$ cat src/rtl/xbar_pkg.sv
// ---------------------------------------------------------------------------
// xbar_pkg
// Shared definitions for the 2x2 master/slave crossbar: arbiter state
// encoding, the address bit that selects the slave port, and the default
// slave-response timeout used by the arbiter and the master-side blocks.
// No ports (package).
// ---------------------------------------------------------------------------
package xbar_pkg;

    // Arbiter state encoding.
    localparam logic [1:0] ST_IDLE_ENC = 2'd0;
    localparam logic [1:0] ST_BUSY_ENC = 2'd1;
    localparam logic [1:0] ST_GAP_ENC  = 2'd2;

    typedef enum logic [1:0] {
        ST_IDLE = ST_IDLE_ENC,
        ST_BUSY = ST_BUSY_ENC,
        ST_GAP  = ST_GAP_ENC
    } state_t;

    // Master address bit that decodes to a slave port (fed in as m_sel).
    localparam int SLAVE_SEL_BIT = 31;

    // Default cycles to wait for a slave ack, and a counter width holding it.
    localparam int DEF_TIMEOUT = 255;
    localparam int DEF_TOUT_W  = 8;

    // Index width for n requesters; a single requester still gets one bit.
    function automatic int idx_w(input int n);
        return (n > 1) ? $clog2(n) : 1;
    endfunction

endpackage

$ cat src/rtl/xbar_slave_arbiter_if.sv
// ---------------------------------------------------------------------------
// xbar_slave_arbiter_if
// Bundle between the masters' request side and one slave arbiter.
//   m_req / m_sel : per-master request level and addr[31] decode value
//   s_ack         : slave acknowledge pulse
//   s_req         : request to the slave, high while a grant is held
//   grant         : one-hot owner, grant_idx its binary index
//   m_ack / m_err : ack / timeout pulse routed to the owner
// Modport slave is taken by the arbiter, modport master by whoever drives
// the requests (crossbar top or testbench).
// ---------------------------------------------------------------------------
interface xbar_slave_arbiter_if
    import xbar_pkg::*;
#(
    parameter int NUM_MASTERS = 2
);
    localparam int IDX_W = idx_w(NUM_MASTERS);

    logic [NUM_MASTERS-1:0] m_req;
    logic [NUM_MASTERS-1:0] m_sel;
    logic                   s_ack;
    logic                   s_req;
    logic [NUM_MASTERS-1:0] grant;
    logic [IDX_W-1:0]       grant_idx;
    logic [NUM_MASTERS-1:0] m_ack;
    logic [NUM_MASTERS-1:0] m_err;

    modport slave (
        input  m_req, m_sel, s_ack,
        output s_req, grant, grant_idx, m_ack, m_err
    );

    modport master (
        output m_req, m_sel, s_ack,
        input  s_req, grant, grant_idx, m_ack, m_err
    );

endinterface

$ cat src/rtl/rr_picker.sv
// ---------------------------------------------------------------------------
// rr_picker
// Combinational round-robin pick: the first set bit of 'eligible' at or after
// (ptr+1) mod N, wrapping around.
//   eligible   in  N      candidate vector
//   ptr        in  IDX_W  index of the previous winner
//   winner     out N      one-hot winner (zero when nothing eligible)
//   winner_idx out IDX_W  binary index of the winner (zero when none)
//   any_valid  out 1      some bit of eligible is set
// ---------------------------------------------------------------------------
module rr_picker
    import xbar_pkg::*;
#(
    parameter int N     = 2,
    parameter int IDX_W = idx_w(N)
) (
    input  logic [N-1:0]     eligible,
    input  logic [IDX_W-1:0] ptr,
    output logic [N-1:0]     winner,
    output logic [IDX_W-1:0] winner_idx,
    output logic             any_valid
);

    logic [N-1:0]   above_ptr;
    logic [2*N-1:0] dbl;
    logic           found;

    // Low half: only candidates strictly above ptr. High half: all of them.
    // The lowest set bit of the concatenation is the round-robin winner, and
    // the high half supplies the wrap-around case.
    always_comb begin
        above_ptr  = '0;
        winner     = '0;
        winner_idx = '0;
        found      = 1'b0;
        for (int i = 0; i < N; i++) begin
            above_ptr[i] = (i > int'(ptr));
        end
        dbl = {eligible, eligible & above_ptr};
        for (int i = 0; i < 2 * N; i++) begin
            if (!found && dbl[i]) begin
                found      = 1'b1;
                winner_idx = IDX_W'(i % N);
            end
        end
        if (found) begin
            winner[winner_idx] = 1'b1;
        end
        any_valid = found;
    end

endmodule

$ cat src/rtl/xbar_slave_arbiter.sv
// ---------------------------------------------------------------------------
// xbar_slave_arbiter
// Per-slave arbiter of the 2x2 crossbar. Picks an eligible master round robin,
// holds the grant until the slave acks, the owner drops its request, or the
// slave times out, then leaves one idle cycle before the next grant.
//   clk, rst   : clock, synchronous active-high reset
//   bus        : xbar_slave_arbiter_if.slave (requests in, grant/ack/err out)
//   dbg_state  : current FSM state for observation
// A master is eligible when m_req[i] is high and m_sel[i] (its addr[31])
// equals SLAVE_ID.
// ---------------------------------------------------------------------------
module xbar_slave_arbiter
    import xbar_pkg::*;
#(
    parameter int   NUM_MASTERS = 2,
    parameter logic SLAVE_ID    = 1'b0,
    parameter int   TIMEOUT     = DEF_TIMEOUT,
    parameter int   TOUT_W      = DEF_TOUT_W
) (
    input  logic                  clk,
    input  logic                  rst,
    xbar_slave_arbiter_if.slave   bus,
    output state_t                dbg_state
);

    localparam int                IDX_W    = idx_w(NUM_MASTERS);
    localparam logic [TOUT_W-1:0] TOUT_MAX = TOUT_W'(TIMEOUT);
    localparam logic [IDX_W-1:0]  PTR_RST  = IDX_W'(NUM_MASTERS - 1);

    state_t                 state_q, state_d;
    logic [NUM_MASTERS-1:0] grant_q, grant_d;
    logic [IDX_W-1:0]       idx_q, idx_d;
    logic [IDX_W-1:0]       ptr_q, ptr_d;
    logic [TOUT_W-1:0]      tout_q, tout_d;

    logic [NUM_MASTERS-1:0] eligible;
    logic [NUM_MASTERS-1:0] win_onehot;
    logic [IDX_W-1:0]       win_idx;
    logic                   win_any;

    logic owner_req;
    logic ack_hit;
    logic drop_hit;
    logic tout_hit;

    always_comb begin
        eligible = bus.m_req & ~(bus.m_sel ^ {NUM_MASTERS{SLAVE_ID}});
    end

    rr_picker #(
        .N     (NUM_MASTERS),
        .IDX_W (IDX_W)
    ) u_picker (
        .eligible   (eligible),
        .ptr        (ptr_q),
        .winner     (win_onehot),
        .winner_idx (win_idx),
        .any_valid  (win_any)
    );

    // End-of-transaction events, mutually exclusive by priority:
    // ack beats request drop, request drop beats timeout.
    always_comb begin
        owner_req = bus.m_req[idx_q];
        ack_hit   = (state_q == ST_BUSY) && bus.s_ack;
        drop_hit  = (state_q == ST_BUSY) && !bus.s_ack && !owner_req;
        tout_hit  = (state_q == ST_BUSY) && !bus.s_ack && owner_req
                    && (tout_q == TOUT_MAX);
    end

    always_comb begin
        state_d = state_q;
        grant_d = grant_q;
        idx_d   = idx_q;
        ptr_d   = ptr_q;
        tout_d  = tout_q;
        case (state_q)
            // GAP already drives grant=0 for its single cycle, so it
            // arbitrates exactly like IDLE; that is what makes an ack in
            // cycle k yield the next grant in cycle k+2. IDLE is where the
            // FSM rests when nobody was eligible.
            ST_IDLE, ST_GAP: begin
                if (win_any) begin
                    grant_d = win_onehot;
                    idx_d   = win_idx;
                    ptr_d   = win_idx;
                    tout_d  = '0;
                    state_d = ST_BUSY;
                end else begin
                    grant_d = '0;
                    state_d = ST_IDLE;
                end
            end
            ST_BUSY: begin
                if (ack_hit || drop_hit || tout_hit) begin
                    grant_d = '0;
                    state_d = ST_GAP;
                end else if (tout_q != TOUT_MAX) begin
                    tout_d = tout_q + 1'b1;
                end
            end
            default: begin
                grant_d = '0;
                state_d = ST_IDLE;
            end
        endcase
    end

    always_ff @(posedge clk) begin
        if (rst) begin
            state_q <= ST_IDLE;
            grant_q <= '0;
            idx_q   <= '0;
            ptr_q   <= PTR_RST;
            tout_q  <= '0;
        end else begin
            state_q <= state_d;
            grant_q <= grant_d;
            idx_q   <= idx_d;
            ptr_q   <= ptr_d;
            tout_q  <= tout_d;
        end
    end

    // Ack and error are combinational off the held grant; they are masked
    // during reset so an abort by reset never looks like a completion.
    assign bus.s_req     = |grant_q;
    assign bus.grant     = grant_q;
    assign bus.grant_idx = idx_q;
    assign bus.m_ack     = grant_q & {NUM_MASTERS{ack_hit && !rst}};
    assign bus.m_err     = grant_q & {NUM_MASTERS{tout_hit && !rst}};
    assign dbg_state     = state_q;

endmodule

$ cat src/flat_wrapper.sv
// flat-port wrapper written by rule: the top's interface ports become plain ports
module xbar_slave_arbiter_flat import xbar_pkg::*;
#(
    parameter int   NUM_MASTERS = 2,
    parameter logic SLAVE_ID    = 1'b0,
    parameter int   TIMEOUT     = DEF_TIMEOUT,
    parameter int   TOUT_W      = DEF_TOUT_W
)
  (clk, rst, dbg_state, bus_m_req, bus_m_sel, bus_s_ack, bus_s_req, bus_grant, bus_grant_idx, bus_m_ack, bus_m_err);
  xbar_slave_arbiter_if #(.NUM_MASTERS(NUM_MASTERS)) bus_i ();
  input  logic clk;
  input  logic rst;
  output state_t dbg_state;
  input wire logic [$bits(bus_i.m_req)-1:0] bus_m_req;
  input wire logic [$bits(bus_i.m_sel)-1:0] bus_m_sel;
  input wire logic [$bits(bus_i.s_ack)-1:0] bus_s_ack;
  output wire logic [$bits(bus_i.s_req)-1:0] bus_s_req;
  output wire logic [$bits(bus_i.grant)-1:0] bus_grant;
  output wire logic [$bits(bus_i.grant_idx)-1:0] bus_grant_idx;
  output wire logic [$bits(bus_i.m_ack)-1:0] bus_m_ack;
  output wire logic [$bits(bus_i.m_err)-1:0] bus_m_err;
  assign bus_i.m_req = bus_m_req;
  assign bus_i.m_sel = bus_m_sel;
  assign bus_i.s_ack = bus_s_ack;
  assign bus_s_req = bus_i.s_req;
  assign bus_grant = bus_i.grant;
  assign bus_grant_idx = bus_i.grant_idx;
  assign bus_m_ack = bus_i.m_ack;
  assign bus_m_err = bus_i.m_err;
  xbar_slave_arbiter #(.NUM_MASTERS(NUM_MASTERS), .SLAVE_ID(SLAVE_ID), .TIMEOUT(TIMEOUT), .TOUT_W(TOUT_W)) u_core (.clk(clk), .rst(rst), .bus(bus_i), .dbg_state(dbg_state));
endmodule
$ cat config.mk
export PLATFORM = sky130hd
export DESIGN_NAME = xbar_slave_arbiter_flat
export DESIGN_NICKNAME = d
export VERILOG_FILES = /design/src/rtl/xbar_pkg.sv /design/src/rtl/xbar_slave_arbiter_if.sv /design/src/rtl/rr_picker.sv /design/src/rtl/xbar_slave_arbiter.sv /design/src/flat_wrapper.sv
export SDC_FILE = /design/constraint.sdc
export NUM_CORES = 1
export LEC_CHECK = 0
export ABC_CLOCK_PERIOD_IN_PS = 2400
export BUFFER_PORTS_ARGS = -buffer_cell sky130_fd_sc_hd__buf_4
export CAP_MARGIN = 40
export CORE_MARGIN = 1
export CORE_UTILIZATION = 54
export CTS_CLUSTER_DIAMETER = 100
export DETAILED_ROUTE_END_ITERATION = 12
export GPL_ROUTABILITY_DRIVEN = 0
export GPL_TIMING_DRIVEN = 1
export PLACE_DENSITY = 0.8
export SETUP_SLACK_MARGIN = 0.2
export SYNTH_ARGS = -nofsm -noshare
export SYNTH_HDL_FRONTEND = slang
export SYNTH_SLANG_ARGS = --single-unit
$ cat constraint.sdc
create_clock -name clk -period 2.4 [get_ports clk]
set_input_delay 0.36 -clock clk [delete_from_list [all_inputs] [get_ports clk]]
set_output_delay 0.36 -clock clk [all_outputs]
set_load 0.005 [all_outputs]
# After elaboration in Yosys (flattened, before gate mapping)
# Index checks and enable logic that the tools add are counted.
word_totals:
  ff_bits: 14
  latch_bits: 0
  ramBits: 0
  romBits: 0
  in_bits: 7
  out_inout_bits: 10
  mem_count: 0
op_classes:
  addsub: 1
  n_mul: 0
  n_div: 0
  magnitude_cmp: 4
  eq_ne: 8
  n_shift: 0
  mux: 21
  n_bitwise: 5
  reduce_logical: 25
op_table:
  columns: ["operator", "count"]
  rows:
  - ["$mux 8", 3]
  - ["$pmux 8 s2", 1]
  - ["$logic_and 1x1->1", 11]
  - ["$mux 1", 11]
  - ["$add 8x1->8 const B", 1]
  - ["$and 2x2->2", 4]
  - ["$eq 8x8->1 const B", 1]
  - ["$ne 2x2->1 const B", 4]
  - ["$ne 8x8->1 const B", 1]
  - ["$pmux 2 s2", 2]
  - ["$logic_not 1->1", 6]
  - ["$mux 2", 3]
  - ["$lt 1x2->1 const B", 2]
  - ["$reduce_and 4->1", 1]
  - ["$reduce_or 2->1", 2]
  - ["$eq 2x1->1 const B", 1]
  - ["$eq 2x2->1 const B", 1]
  - ["$logic_not 2->1", 1]
  - ["$logic_or 1x1->1", 2]
  - ["$not 2->2", 1]
  - ["$reduce_and 2->1", 1]
  - ["$reduce_bool 2->1", 1]
  - ["$demux 1 s1", 1]
  - ["$ge 1x1->1 const B", 1]
  - ["$gt 1x1->1 const A", 1]

# Longest topological paths before layout
# Gate-level depths: netlist of the first run.
logic_depth:
  depth_word: 19
  depth_mapped: 5
  mapped_depth_nobuf: 5

# Hierarchy
# From an unflattened synthesis of the first run, not the netlist that was laid out.
hier_totals:
  hier_cells: 84
  hier_area_um2: 732.0
modules_own_cells:
  columns: ["mod", "instances", "cells_each", "area_per_inst_um2", "seq_area_each_um2"]
  rows:
  - ["xbar_slave_arbiter", 1, 79, 699.4, 280.3]
  - ["rr_picker", 1, 5, 32.5, 0.0]

# Worst setup path before layout of the first run
# Ideal clock, no wire load.
synth_timing:
  path_type: "register to output"
  from: "reg u_core.state_q[0] (netlist: u_core.dbg_state[0])"
  to: "out bus_m_err[0]"
  arrival_ns: 1.221
  required_ns: 2.040
  setup_slack_ns: 0.819
  path_stages_with_launch: 4
  path_buffers: 0
  path_cell_list: "dfxtp_1 -> nor3b_4 -> nand4_1 -> nor4b_1"
synth_between:
  elab_chain_cells: 6
synth_lines:
  columns: ["item", "line_no", "source"]
  rows:
  - ["start, declared", "xbar_slave_arbiter.sv:30", "state_t state_q, state_d;"]
  - ["start signal, assigned", "xbar_slave_arbiter.sv:117", "state_q <= state_d;"]
  - ["$eq 2x1->1", "xbar_slave_arbiter.sv:67", "tout_hit = (state_q == ST_BUSY) && !bus.s_ack && owner_req"]
  - ["$logic_and 1x1->1 (2 in a row)", "xbar_slave_arbiter.sv:67", null]
  - ["$logic_and 1x1->1", "xbar_slave_arbiter.sv:68", "&& (tout_q == TOUT_MAX);"]
  - ["$logic_and 1x1->1", "xbar_slave_arbiter.sv:131", "assign bus.m_err = grant_q & {NUM_MASTERS{tout_hit && !rst}};"]
  - ["$and 2x2->2", "xbar_slave_arbiter.sv:131", null]
  - ["end, declared", "flat_wrapper.sv:21", "output wire logic [$bits(bus_i.m_err)-1:0] bus_m_err;"]
# Every way passes these cells.

# Worst setup path in the final report of the first run
# Ends and elaborated chain as after synthesis.

==> flow_summary_export.csv, run 1 <==
group,metric,value,unit
detailed_routing,totalWireLength,1800,um
timing,fin_crit,2.22,ns
timing,finalClockSkew,0.00273,ns
status,status,"finished, final reports clean",
clock_network,worstSkewPairLatency,0.29,ns
yosys,syn_inst,81,
detailed_routing,drt_iter0_markers,14,
timing,relSlewSlack,0.756,
power,p_sw,0.000119,W
power,leakagePower,0.370,nW
cells_and_area,fillers,84,
timing,whs,0.302,ns
power,p_seq_frac,0.513,
die,io_pins,17,
cells_and_area,area_delta_synth_final,30.2,%
yosys,netlist_area,709,um^2
clock_network,clk_pin_slew,0.09,ns
cells_and_area,final_cell_area,923,um^2
power,netSwitchingFraction,0.249,
detailed_routing,ant_nets,0,
critical_path,slowest_delay,0.43,ns
clock_network,hold_buffers,0,
clock_network,numCtsBuffers,3,
placed_design,dpl.cell_count,110,
power,powerDensity,519,nW/um^2
critical_path,crit_chain,"nor3b_4, nand4_1, nor4b_1, buf_4",
yosys,synth_top_flop_cell,"dfxtp_1",
hold_path,min_from,"rst",
detailed_routing,wire_per_inst,15.1,um
cells_and_area,final_layout_size_suffix_gt1_frac,0.324,
power,peakVddDrop,0.319,mV
die,rows,12,
timing,finalSetupViolCount,0,
timing,min_period_over_period,0.925,
global_routing,antenna_found_initial,0,
global_routing,grt_max_degree,10,
clock_network,clk_path_buf_depth,2,
critical_path,reg2reg_depth,5,
detailed_routing,drc,0,
clock_network,clkSinkCount,14,
critical_path,r2r_start,"u_core.dbg_state[0]$_SDFFE_PP0P_",
hold_path,hp-class,"input port to flop",
critical_path,ff2ff_setup_slack,0.67,ns
yosys,synth_commonest_cells,"dfxtp_1 (14), nand2_1 (7), inv_1 (6), a21oi_1 (5)",
die,start_util,0.614,
hold_path,min_to,"u_core.dbg_state[0]$_SDFFE_PP0P_",
yosys,synthTopCellsByArea,"dfxtp_1 (40%), nor4b_1 (4.9%), nand2_1 (3.7%)",
yosys,synth_top_cell_by_area,"dfxtp_1",
timing,worst_pin_slew,0.362,ns
critical_path,cp_slowest_cell,"dfxtp_1",
cells_and_area,n_antenna_cell,0,
yosys,synth_cell_types,36,
critical_path,startpoint_type,"flop",
detailed_routing,via_count,739,
timing,setup-tns-final,0,ns
timing,rsz0062_at_grt,"false",
yosys,ys_ff_latch,14,
hold_path,holdPathStages,2,
flow_run,cap_violations,0,
critical_path,critPathKind,"flop to output port",
global_routing,grtUsageTotal,0.263,
yosys,synth_edf_count,0,
power,cellInternalPower,0.000360,W
critical_path,r2r-end,"u_core.tout_q[6]$_SDFFE_PP0P_",
yosys,yosysWarnings,0,
die,dieArea,1460,um^2
detailed_routing,firstDrtPassIters,4,
clock_network,h-tree-depth,1,
cells_and_area,nets,114,
die,fp.dieH,38.2,um
die,die_w,38.2,um
critical_path,end_kind,"output port",
clock_network,cts_tree,"yes",
timing,slew_violations,0,
power,combPwrFrac,0.116,
critical_path,critPathMaxFanout,6,
placed_design,dpl-instance-area,843,um^2
yosys,yosysMostFrequentCell,"dfxtp_1",
timing,finalHoldViolCount,0,
global_routing,grt_pass1_wl,2630,um
timing,max_clock_freq,450,MHz
cells_and_area,final_util,0.799,
critical_path,required,2.04,ns
yosys,synth.top_cell.area_share,0.395,
placed_design,dp_hpwl,1200,um
cells_and_area,fin_cells,119,
power,p_clk_frac,0.371,
yosys,syn_area_per_cell,8.76,um^2
yosys,ys_async_sr_fraction,0,
global_routing,grt_overflow,0,
yosys,ys_seq_area_frac,0.395,
placed_design,portBuffers,16,
critical_path,cp.arrival,1.86,ns
global_routing,first_global_vias,621,
clock_network,clockRootBuffer,"clkbuf_4",
die,core_area,1160,um^2
yosys,syn_nets,89,
detailed_routing,drt-vias-per-instance,6.21,
## placed cells by master (no fill, tap or decap), types with 2 or more instances in the layout
| cell type | Yosys | layout |
|---|---|---|
| a21oi_1 | 5 | 5 |
| and3_1 | 3 | 3 |
| and4_1 | 2 | 2 |
| buf_4 | 0 | 21 |
| clkbuf_4 | 0 | 3 |
| dfxtp_1 | 14 | 14 |
| inv_1 | 6 | 6 |
| nand2_1 | 7 | 7 |
| nand2b_1 | 2 | 2 |
| nand3_1 | 3 | 3 |
| nand4_1 | 2 | 2 |
| nor2_1 | 4 | 4 |
| nor3_1 | 3 | 3 |
| nor4b_1 | 4 | 3 |
| o21ai_0 | 3 | 3 |
## how the worst max path moves through the flow
stage | start | to | slack [ns] | depth (start not counted)
4_1_cts | u_core.dbg_state[0]$_SDFFE_PP0P_ | bus_m_err[1] | 0.25 | 4
3_3_place_gp | bus_s_ack | bus_m_err[0] | 0.53 | 5
6_report | u_core.dbg_state[0]$_SDFFE_PP0P_ | bus_m_err[0] | 0.18 | 4
3_5_place_dp | bus_s_ack | bus_m_err[1] | 0.55 | 5
2_1_floorplan | u_core.dbg_state[0]$_SDFFE_PP0P_ | bus_m_err[0] | 0.82 | 3
5_1_grt | u_core.dbg_state[0]$_SDFFE_PP0P_ | bus_m_err[0] | 0.07 | 4
## repair_timing
| action | in CTS | in global routing |
|---|---|---|
| endpoints found under the setup margin | 0 | 2 |
| resized for setup | 0 | 1 |
| buffers inserted | 0 | 5 |
## cell families (layout without fill, tap and decap cells)
logic type,after synthesis,in the layout,share of synthesized area
AND/OR/NAND/NOR,37,37,0.326
AO/OA/AOI/OAI,20,20,0.196
flip-flops,14,14,0.395
buffers and inverters,7,31,0.0370
adder cells (fa/ha/maj),1,1,0.0176
XOR/XNOR,1,1,0.0123
multiplexers,1,1,0.0159
## worst max-delay path: cells and delay by family, from the launching register on
family | cells | cell delay (ns)
and+or+nand+nor | 3 | 0.96
buffers and inverters | 1 | 0.18
DFF | 1 | 0.43
## final cells by class
class                   instances  area, um^2  area share
clock buffers                   4        36.3      0.0393
inverters                       6        22.5      0.0244
multi-input cells              60         409       0.443
flip-flops and latches         14         280       0.304
well taps                      14        17.5      0.0190
repair buffers                 21         158       0.171
## power groups by stage
stage               Sequential (W)  Clock (W)  Combinational, W
floorplan                 0.000250          0         0.0000279
global placement          0.000251          0         0.0000499
detailed placement        0.000251          0         0.0000512
CTS                       0.000246   0.000175         0.0000516
global route              0.000247   0.000187         0.0000617
finish                    0.000246   0.000178         0.0000558
## state kept, by name, indices dropped and copies added, names as in the netlist
signal and cells:
u_core.bus.grant 2, u_core.bus.grant_idx 1, u_core.dbg_state 2, u_core.ptr_q 1
u_core.tout_q 8
## routing by layer
layer | part of all wire | GRT usage | up-vias
li1 | - | - | 353
met1 | 0.44 | 0.303 | 349
met3 | 0.053 | 0.0407 | 7
met5 | 0 | 0 | -
met4 | 0.022 | 0.161 | 0
met2 | 0.49 | 0.449 | 30
## per-stage QoR
stage	power, W	setup WS, ns
floorplan	0.000278	0.819
global route	0.000495	0.0711
CTS	0.000473	0.247
finish	0.000480	0.179
detailed placement	0.000302	0.551
global placement	0.000301	0.533
No activity file was read; power rests on OpenSTA's default activity.
==> inputs of run 2 (changes only) <==
--- a/config.mk
+++ b/config.mk
@@ -13,9 +13,10 @@
 export CTS_CLUSTER_DIAMETER = 100
 export DETAILED_ROUTE_END_ITERATION = 12
 export GPL_ROUTABILITY_DRIVEN = 0
-export GPL_TIMING_DRIVEN = 1
+export GPL_TIMING_DRIVEN = 0
 export PLACE_DENSITY = 0.8
 export SETUP_SLACK_MARGIN = 0.2
 export SYNTH_ARGS = -nofsm -noshare
 export SYNTH_HDL_FRONTEND = slang
+export SYNTH_HIERARCHICAL = 1
 export SYNTH_SLANG_ARGS = --single-unit
==> run 2 against run 1 <==
  * Critical path depth grew 2
  * Highest routed layer is now met3
  * Synthesized cell count grew 3.7%
  * Final area shrank 1.8%
  * Total power shrank 3.5%
  * Die area grew 3.0%
  * Clock power shrank 7%
  * Non-clock buffer count shrank 4
  * Worst setup slack gained 0.087 ns
  * Global-route usage shrank 2.7 points
  * Critical path type unchanged
==> flow_summary_export.csv, run 2 <==
group,metric,value,unit
timing,relSlewSlack,0.753,
critical_path,critPathKind,"flop to output port",
hold_path,min_from,"bus_s_ack",
yosys,syn_area_per_cell,8.71,um^2
clock_network,numCtsBuffers,3,
timing,finalSetupViolCount,0,
global_routing,grt_pass1_wl,2480,um
yosys,synth_compound_area_frac,0.214,
placed_design,dp_worst_setup_slack,0.446,ns
clock_network,post_cts_resized,0,
yosys,yosysWarnings,6,
yosys,synth_top_family_by_area,"simple AND/OR/NAND/NOR gates",
yosys,yosysMostFrequentCell,"dfxtp_1",
yosys,synth-simple-area-share,0.309,
yosys,synth_xor_xnor_area_share,0.0120,
timing,fin_crit,2.13,ns
cells_and_area,fin_cells,117,
clock_network,clk_pin_slew,0.08,ns
yosys,ys_seq_area_frac,0.383,
clock_network,clkSinkCount,14,
die,start_util,0.617,
cells_and_area,nets,112,
yosys,syn_inst,84,
power,peakVddDrop,0.479,mV
hold_path,holdPathStages,3,
timing,whs,0.392,ns
cells_and_area,final_layout_size_suffix_gt1_frac,0.252,
critical_path,end_kind,"output port",
critical_path,critPathMaxFanout,5,
yosys,ys_ff_latch,14,
cells_and_area,layout_common_cells,"buf_4 (15), dfxtp_1 (14), a21oi_1 (10)",
yosys,synth_edf_count,0,
yosys,synthTopCellsByArea,"dfxtp_1 (38%), a21oi_1 (6.8%), nand3_1 (3.4%)",
yosys,netlist_area,732,um^2
clock_network,cts_tree,"yes",
timing,finalHoldViolCount,0,
global_routing,grt_max_degree,11,
detailed_routing,ant_nets,0,
global_routing,antenna_found_initial,0,
yosys,yosys-mux-area-fraction,0.0342,
timing,rsz0062_at_grt,"false",
detailed_routing,wire_per_inst,13.1,um
timing,worst_pin_slew,0.370,ns
placed_design,portBuffers,15,
timing,finalClockSkew,0.000751,ns
die,rows,12,
detailed_routing,firstDrtPassIters,4,
critical_path,cp.arrival,1.77,ns
detailed_routing,drc,0,
clock_network,clk_path_buf_depth,2,
power,powerDensity,510,nW/um^2
hold_path,min_to,"u_core/dbg_state[1]$_SDFFE_PP0P_",
critical_path,r2r-end,"u_core/tout_q[4]$_SDFFE_PP0P_",
detailed_routing,via_count,699,
die,core_area,1190,um^2
critical_path,ff2ff_setup_slack,0.87,ns
timing,fin_ws,0.266,ns
detailed_routing,drt_iter0_markers,22,
yosys,synth_top_flop_cell,"dfxtp_1",
yosys,synth_commonest_cells,"dfxtp_1 (14), a21oi_1 (10), nand2_1 (5), nand3_1 (5), nor2_1 (4)",
timing,slew_violations,0,
critical_path,required,2.04,ns
cells_and_area,n_antenna_cell,0,
global_routing,grt_overflow,0,
timing,min_period_over_period,0.889,
yosys,ys_async_sr_fraction,0,
yosys,synth_top_cell_by_area,"dfxtp_1",
hold_path,hp-class,"input port to flop",
cells_and_area,final_common_cell,"buf_4",
cells_and_area,area_delta_synth_final,23.9,%
critical_path,startpoint_type,"flop",
timing,setup-tns-final,0,ns
die,fp.dieH,38.8,um
detailed_routing,totalWireLength,1540,um
die,io_pins,17,
clock_network,hold_buffers,0,
clock_network,worstSkewPairLatency,0.27,ns
placed_design,dpl.cell_count,113,
global_routing,first_global_vias,582,
die,dieArea,1510,um^2
cells_and_area,fillers,95,
yosys,synth_fa_ha_area_frac,0.0171,
power,leakagePower,0.361,nW
critical_path,reg2reg_depth,6,
flow_run,cap_violations,0,
clock_network,clockRootBuffer,"clkbuf_4",
yosys,synth_cell_types,36,
placed_design,dp_hpwl,1180,um
global_routing,grtUsageTotal,0.236,
status,status,"finished, final reports clean",
cells_and_area,top_register,"u_core/tout_q",
detailed_routing,drt-vias-per-instance,5.97,
yosys,synth.top_cell.area_share,0.383,
critical_path,r2r_start,"u_core/tout_q[0]$_SDFFE_PP0P_",
clock_network,h-tree-depth,1,
yosys,syn_nets,92,
timing,max_clock_freq,469,MHz
die,die_w,38.8,um
cells_and_area,final_util,0.765,
clock_network,post_cts_buffers,0,
cells_and_area,largest_register_ffs,8,
==> run 2: cell count changes in the layout (fill, tap and decap cells not counted), moves of 3 or more <==
cell	delta
a21oi_1	+5
nor3_1	-3
nor4b_1	-3
inv_1	-4
buf_4	-6
or4_1	+3
==> run 2: kinds of logic (layout without fill, tap and decap cells) <==
| logic type | count (synthesis) | after routing |
|---|---|---|
| mux | 2 | 2 |
| xor+xnor | 1 | 1 |
| compound gates | 24 | 24 |
| buf+inv | 4 | 23 |
| flops | 14 | 14 |
| fa+ha+maj | 1 | 1 |
| simple gates | 38 | 38 |
==> run 2: critical path, stage by stage, from the launching register on <==
cell and delay [ns]:
dfxtp_1 0.38, ha_2 0.24, nand3_1 0.14, or2_1 0.27, nor4_2 0.18, and2_1 0.18
buf_4 0.11
==> run 2: through the flow <==
step / instance area (um^2) / total power (W)
6_report: 907 / 0.000463
5_1_grt: 907 / 0.000483
4_1_cts: 898 / 0.000465
3_5_place_dp: 862 / 0.000303
3_3_place_gp: 862 / 0.000302
2_1_floorplan: 732 / 0.000280
==> run 2: area by class of cell <==
type | count | area [um^2] | area share
clock buffers | 4 | 36.3 | 0.0400
multi-input cells | 66 | 438 | 0.483
inverters | 2 | 7.51 | 0.00828
repair buffers | 15 | 113 | 0.124
plain buffers | 2 | 15.0 | 0.0166
well taps | 14 | 17.5 | 0.0193
flip-flops and latches | 14 | 280 | 0.309
==> run 2: metal layers <==
metal	vias to the layer above	share of wire	global-route usage
met3	0	0.054	0.0867
li1	354	-	-
met2	17	0.44	0.363
met4	0	0	0
met5	-	0	0
met1	328	0.50	0.333
==> run 2: report_power, final <==
group          internal, W  leakage [nW]  switching [W]  total (W)
registers         0.000238         0.114     0.00000658   0.000244
logic            0.0000271         0.226      0.0000267  0.0000538
clock network    0.0000922        0.0210      0.0000723   0.000165
total             0.000357         0.361       0.000106   0.000463
==> run 2: worst max-delay path by stage <==
| stage | startpoint | to | slack [ns] | depth (start not counted) |
|---|---|---|---|---|
| detailed placement | rst | bus_m_err[1] | 0.45 | 5 |
| finish | u_core/tout_q[0]$_SDFFE_PP0P_ | bus_m_err[1] | 0.27 | 6 |
| global route | u_core/tout_q[0]$_SDFFE_PP0P_ | bus_m_err[1] | 0.17 | 6 |
| floorplan | rst | bus_m_err[0] | 0.68 | 4 |
| global placement | rst | bus_m_err[0] | 0.46 | 5 |
| CTS | u_core/tout_q[0]$_SDFFE_PP0P_ | bus_m_err[1] | 0.21 | 6 |
==> inputs of run 3 (changes only) <==
--- a/config.mk
+++ b/config.mk
@@ -5,16 +5,17 @@
 export SDC_FILE = /design/constraint.sdc
 export NUM_CORES = 1
 export LEC_CHECK = 0
+export ABC_AREA = 1
 export ABC_CLOCK_PERIOD_IN_PS = 2400
 export BUFFER_PORTS_ARGS = -buffer_cell sky130_fd_sc_hd__buf_4
 export CAP_MARGIN = 40
 export CORE_MARGIN = 1
-export CORE_UTILIZATION = 54
+export CORE_UTILIZATION = 56
 export CTS_CLUSTER_DIAMETER = 100
 export DETAILED_ROUTE_END_ITERATION = 12
 export GPL_ROUTABILITY_DRIVEN = 0
 export GPL_TIMING_DRIVEN = 0
-export PLACE_DENSITY = 0.8
+export PLACE_DENSITY = 0.82
 export SETUP_SLACK_MARGIN = 0.2
 export SYNTH_ARGS = -nofsm -noshare
 export SYNTH_HDL_FRONTEND = slang
==> run 3 against run 2 <==
  * Final area rose by 8.3%
  * Worst setup slack improved by 0.31 ns
  * Worst hold slack worse by 0.11 ns
  * Critical endpoint unchanged
  * Largest power group unchanged
  * Highest routed layer is now met4
==> flow_summary_export.csv, run 3 <==
group,metric,value,unit
status,status,"finished, final reports clean",
timing,finalSetupViolCount,0,
critical_path,crit_chain,"ha_1, nand2_1, nor2_4, nand4_1, nor2_1, buf_4",
power,combPwrFrac,0.143,
cells_and_area,largest_register_ffs,8,
power,p_seq_frac,0.504,
yosys,synth_top_flop_cell,"dfxtp_1",
detailed_routing,totalWireLength,1600,um
timing,rsz0062_at_grt,"false",
critical_path,cp.arrival,1.46,ns
placed_design,dp_hpwl,1250,um
clock_network,post_cts_buffers,0,
detailed_routing,drt-vias-per-instance,4.94,
die,core_area,1320,um^2
yosys,ys_seq_area_frac,0.347,
die,rows,13,
timing,relSlewSlack,0.819,
die,io_pins,17,
yosys,netlist_area,807,um^2
die,dieArea,1600,um^2
global_routing,grt_overflow,0,
critical_path,critPathKind,"flop to output port",
timing,fin_crit,1.82,ns
clock_network,worstSkewPairLatency,0.28,ns
yosys,syn_area_per_cell,6.56,um^2
placed_design,portBuffers,16,
yosys,synth_edf_count,0,
critical_path,end_kind,"output port",
yosys,synth.top_cell.area_share,0.347,
detailed_routing,wl_met2,717,um
global_routing,first_global_vias,644,
clock_network,clkSinkCount,14,
critical_path,critPathMaxFanout,4,
detailed_routing,ant_nets,0,
yosys,ys_async_sr_fraction,0,
clock_network,h-tree-depth,1,
critical_path,crit_buf_inv,1,
timing,setup-tns-final,0,ns
critical_path,crit_family,"simple AND/OR/NAND/NOR gates",
critical_path,startpoint_type,"flop",
power,peakVddDrop,0.297,mV
cells_and_area,final_common_cell,"nand2_1",
power,netSwitchingFraction,0.260,
flow_run,cap_violations,0,
power,cellInternalPower,0.000360,W
detailed_routing,drc,0,
timing,slew_violations,0,
yosys,syn_inst,123,
clock_network,clk_path_buf_depth,2,
timing,finalClockSkew,0.00634,ns
cells_and_area,top_register,"u_core/tout_q",
placed_design,dpl.cell_count,154,
detailed_routing,firstDrtPassIters,4,
die,fp.dieH,40.0,um
timing,finalHoldViolCount,0,
detailed_routing,drt_iter0_markers,26,
global_routing,grt_pass1_wl,2750,um
critical_path,cp_slowest_cell,"dfxtp_1",
yosys,yosysWarnings,6,
clock_network,post_cts_resized,0,
clock_network,cts_tree,"yes",
detailed_routing,top_layer,"met4",
clock_network,clockRootBuffer,"clkbuf_4",
cells_and_area,n_antenna_cell,0,
yosys,synthTopCellsByArea,"dfxtp_1 (35%), nand2_1 (13%), inv_1 (9.3%)",
cells_and_area,area_delta_synth_final,21.7,%
timing,min_period_over_period,0.760,
yosys,synth_cell_types,18,
yosys,ys_ff_latch,14,
detailed_routing,wl_met3,68,um
global_routing,grt_max_degree,11,
yosys,yosysMostFrequentCell,"nand2_1",
critical_path,required,2.04,ns
cells_and_area,final_layout_size_suffix_gt1_frac,0.245,
cells_and_area,layout_common_cells,"nand2_1 (29), inv_1 (20), buf_4 (16)",
cells_and_area,fin_cells,158,
power,leakagePower,0.456,nW
detailed_routing,wire_per_inst,10.1,um
hold_path,hp-class,"input port to flop",
global_routing,grtUsageTotal,0.258,
yosys,syn_nets,131,
timing,worst_pin_slew,0.271,ns
clock_network,numCtsBuffers,3,
clock_network,clk_pin_slew,0.09,ns
power,p_sw,0.000127,W
timing,max_clock_freq,548,MHz
critical_path,slowest_delay,0.38,ns
yosys,synth_commonest_cells,"nand2_1 (29), inv_1 (20), nor2_1 (15), dfxtp_1 (14)",
power,powerDensity,495,nW/um^2
power,p_clk_frac,0.353,
global_routing,antenna_found_initial,0,
detailed_routing,via_count,781,
cells_and_area,nets,152,
die,start_util,0.613,
yosys,synth_top_cell_by_area,"dfxtp_1",
detailed_routing,drt-met1-wl,808,um
clock_network,hold_buffers,0,
die,die_w,40.0,um
run 3: cell count changes in the layout (fill, tap and decap cells not counted), sizes merged, moves of 3 or more:
cell / before / now
nor3: 0 / 3
a21boi: 3 / 0
o31ai: 3 / 0
nor2: 4 / 19
nand3: 5 / 11
or2: 3 / 0
nand2: 5 / 35
or4: 3 / 0
inv: 2 / 23
run 3: area by class of cell:
| type | count | area (um^2) |
|---|---|---|
| Tap cell | 15 | 18.8 |
| Inverter | 23 | 86.3 |
| Buffer | 1 | 11.3 |
| Timing Repair Buffer | 16 | 120 |
| Clock buffer | 4 | 36.3 |
| Sequential cell | 14 | 280 |
| Fill cell | 114 | 335 |
| Multi-Input combinational cell | 85 | 429 |
run 3: metrics by stage:
step | area, um^2 | total power [W] | setup WS [ns] | hold WS [ns] | utilization
floorplan | 807 | 0.000295 | 0.948 | 0.429 | -
global placement | 946 | 0.000318 | 0.742 | 0.479 | 0.718
detailed placement | 946 | 0.000320 | 0.683 | 0.485 | 0.718
CTS | 982 | 0.000495 | 0.555 | 0.269 | 0.745
global route | 982 | 0.000512 | 0.380 | 0.279 | 0.745
finish | 982 | 0.000486 | 0.575 | 0.278 | 0.745
run 3: layer usage:
metal  vias up  track usage
li1        429            -
met1       335        0.367
met2        15        0.375
met3         2       0.0500
met4         0        0.103
met5         -            0
run 3: logic make-up (layout without fill, tap and decap cells):
kind of cell / count (synthesis) / in the layout / share of synthesized area
buffers and inverters: 24 / 44 / 0.121
AND/OR/NAND/NOR: 71 / 71 / 0.431
adder cells (fa/ha/maj): 1 / 1 / 0.0155
AO/OA/AOI/OAI: 13 / 13 / 0.0853
flip-flops: 14 / 14 / 0.347
run 3: path summary, 6_finish.rpt:
check	slack (ns)	from	endpoint	depth (start not counted)
hold reg to reg	0.50	u_core/bus.grant_idx$_SDFFE_PP0N_	u_core/bus.grant_idx$_SDFFE_PP0N_	2
setup / recovery	0.58	u_core/tout_q[0]$_SDFFE_PP0P_	bus_m_err[1]	6
setup reg to reg	0.89	u_core/tout_q[0]$_SDFFE_PP0P_	u_core/tout_q[7]$_SDFFE_PP0P_	11
hold / removal	0.28	rst	u_core/bus.grant[0]$_SDFFE_PP0P_	2
run 3: power groups by stage:
stage	clock (W)	sequential, W	combinational (W)
2_1_floorplan	0	0.000250	0.0000447
3_3_place_gp	0	0.000250	0.0000674
3_5_place_dp	0	0.000250	0.0000693
4_1_cts	0.000180	0.000245	0.0000694
5_1_grt	0.000187	0.000247	0.0000786
6_report	0.000172	0.000245	0.0000697
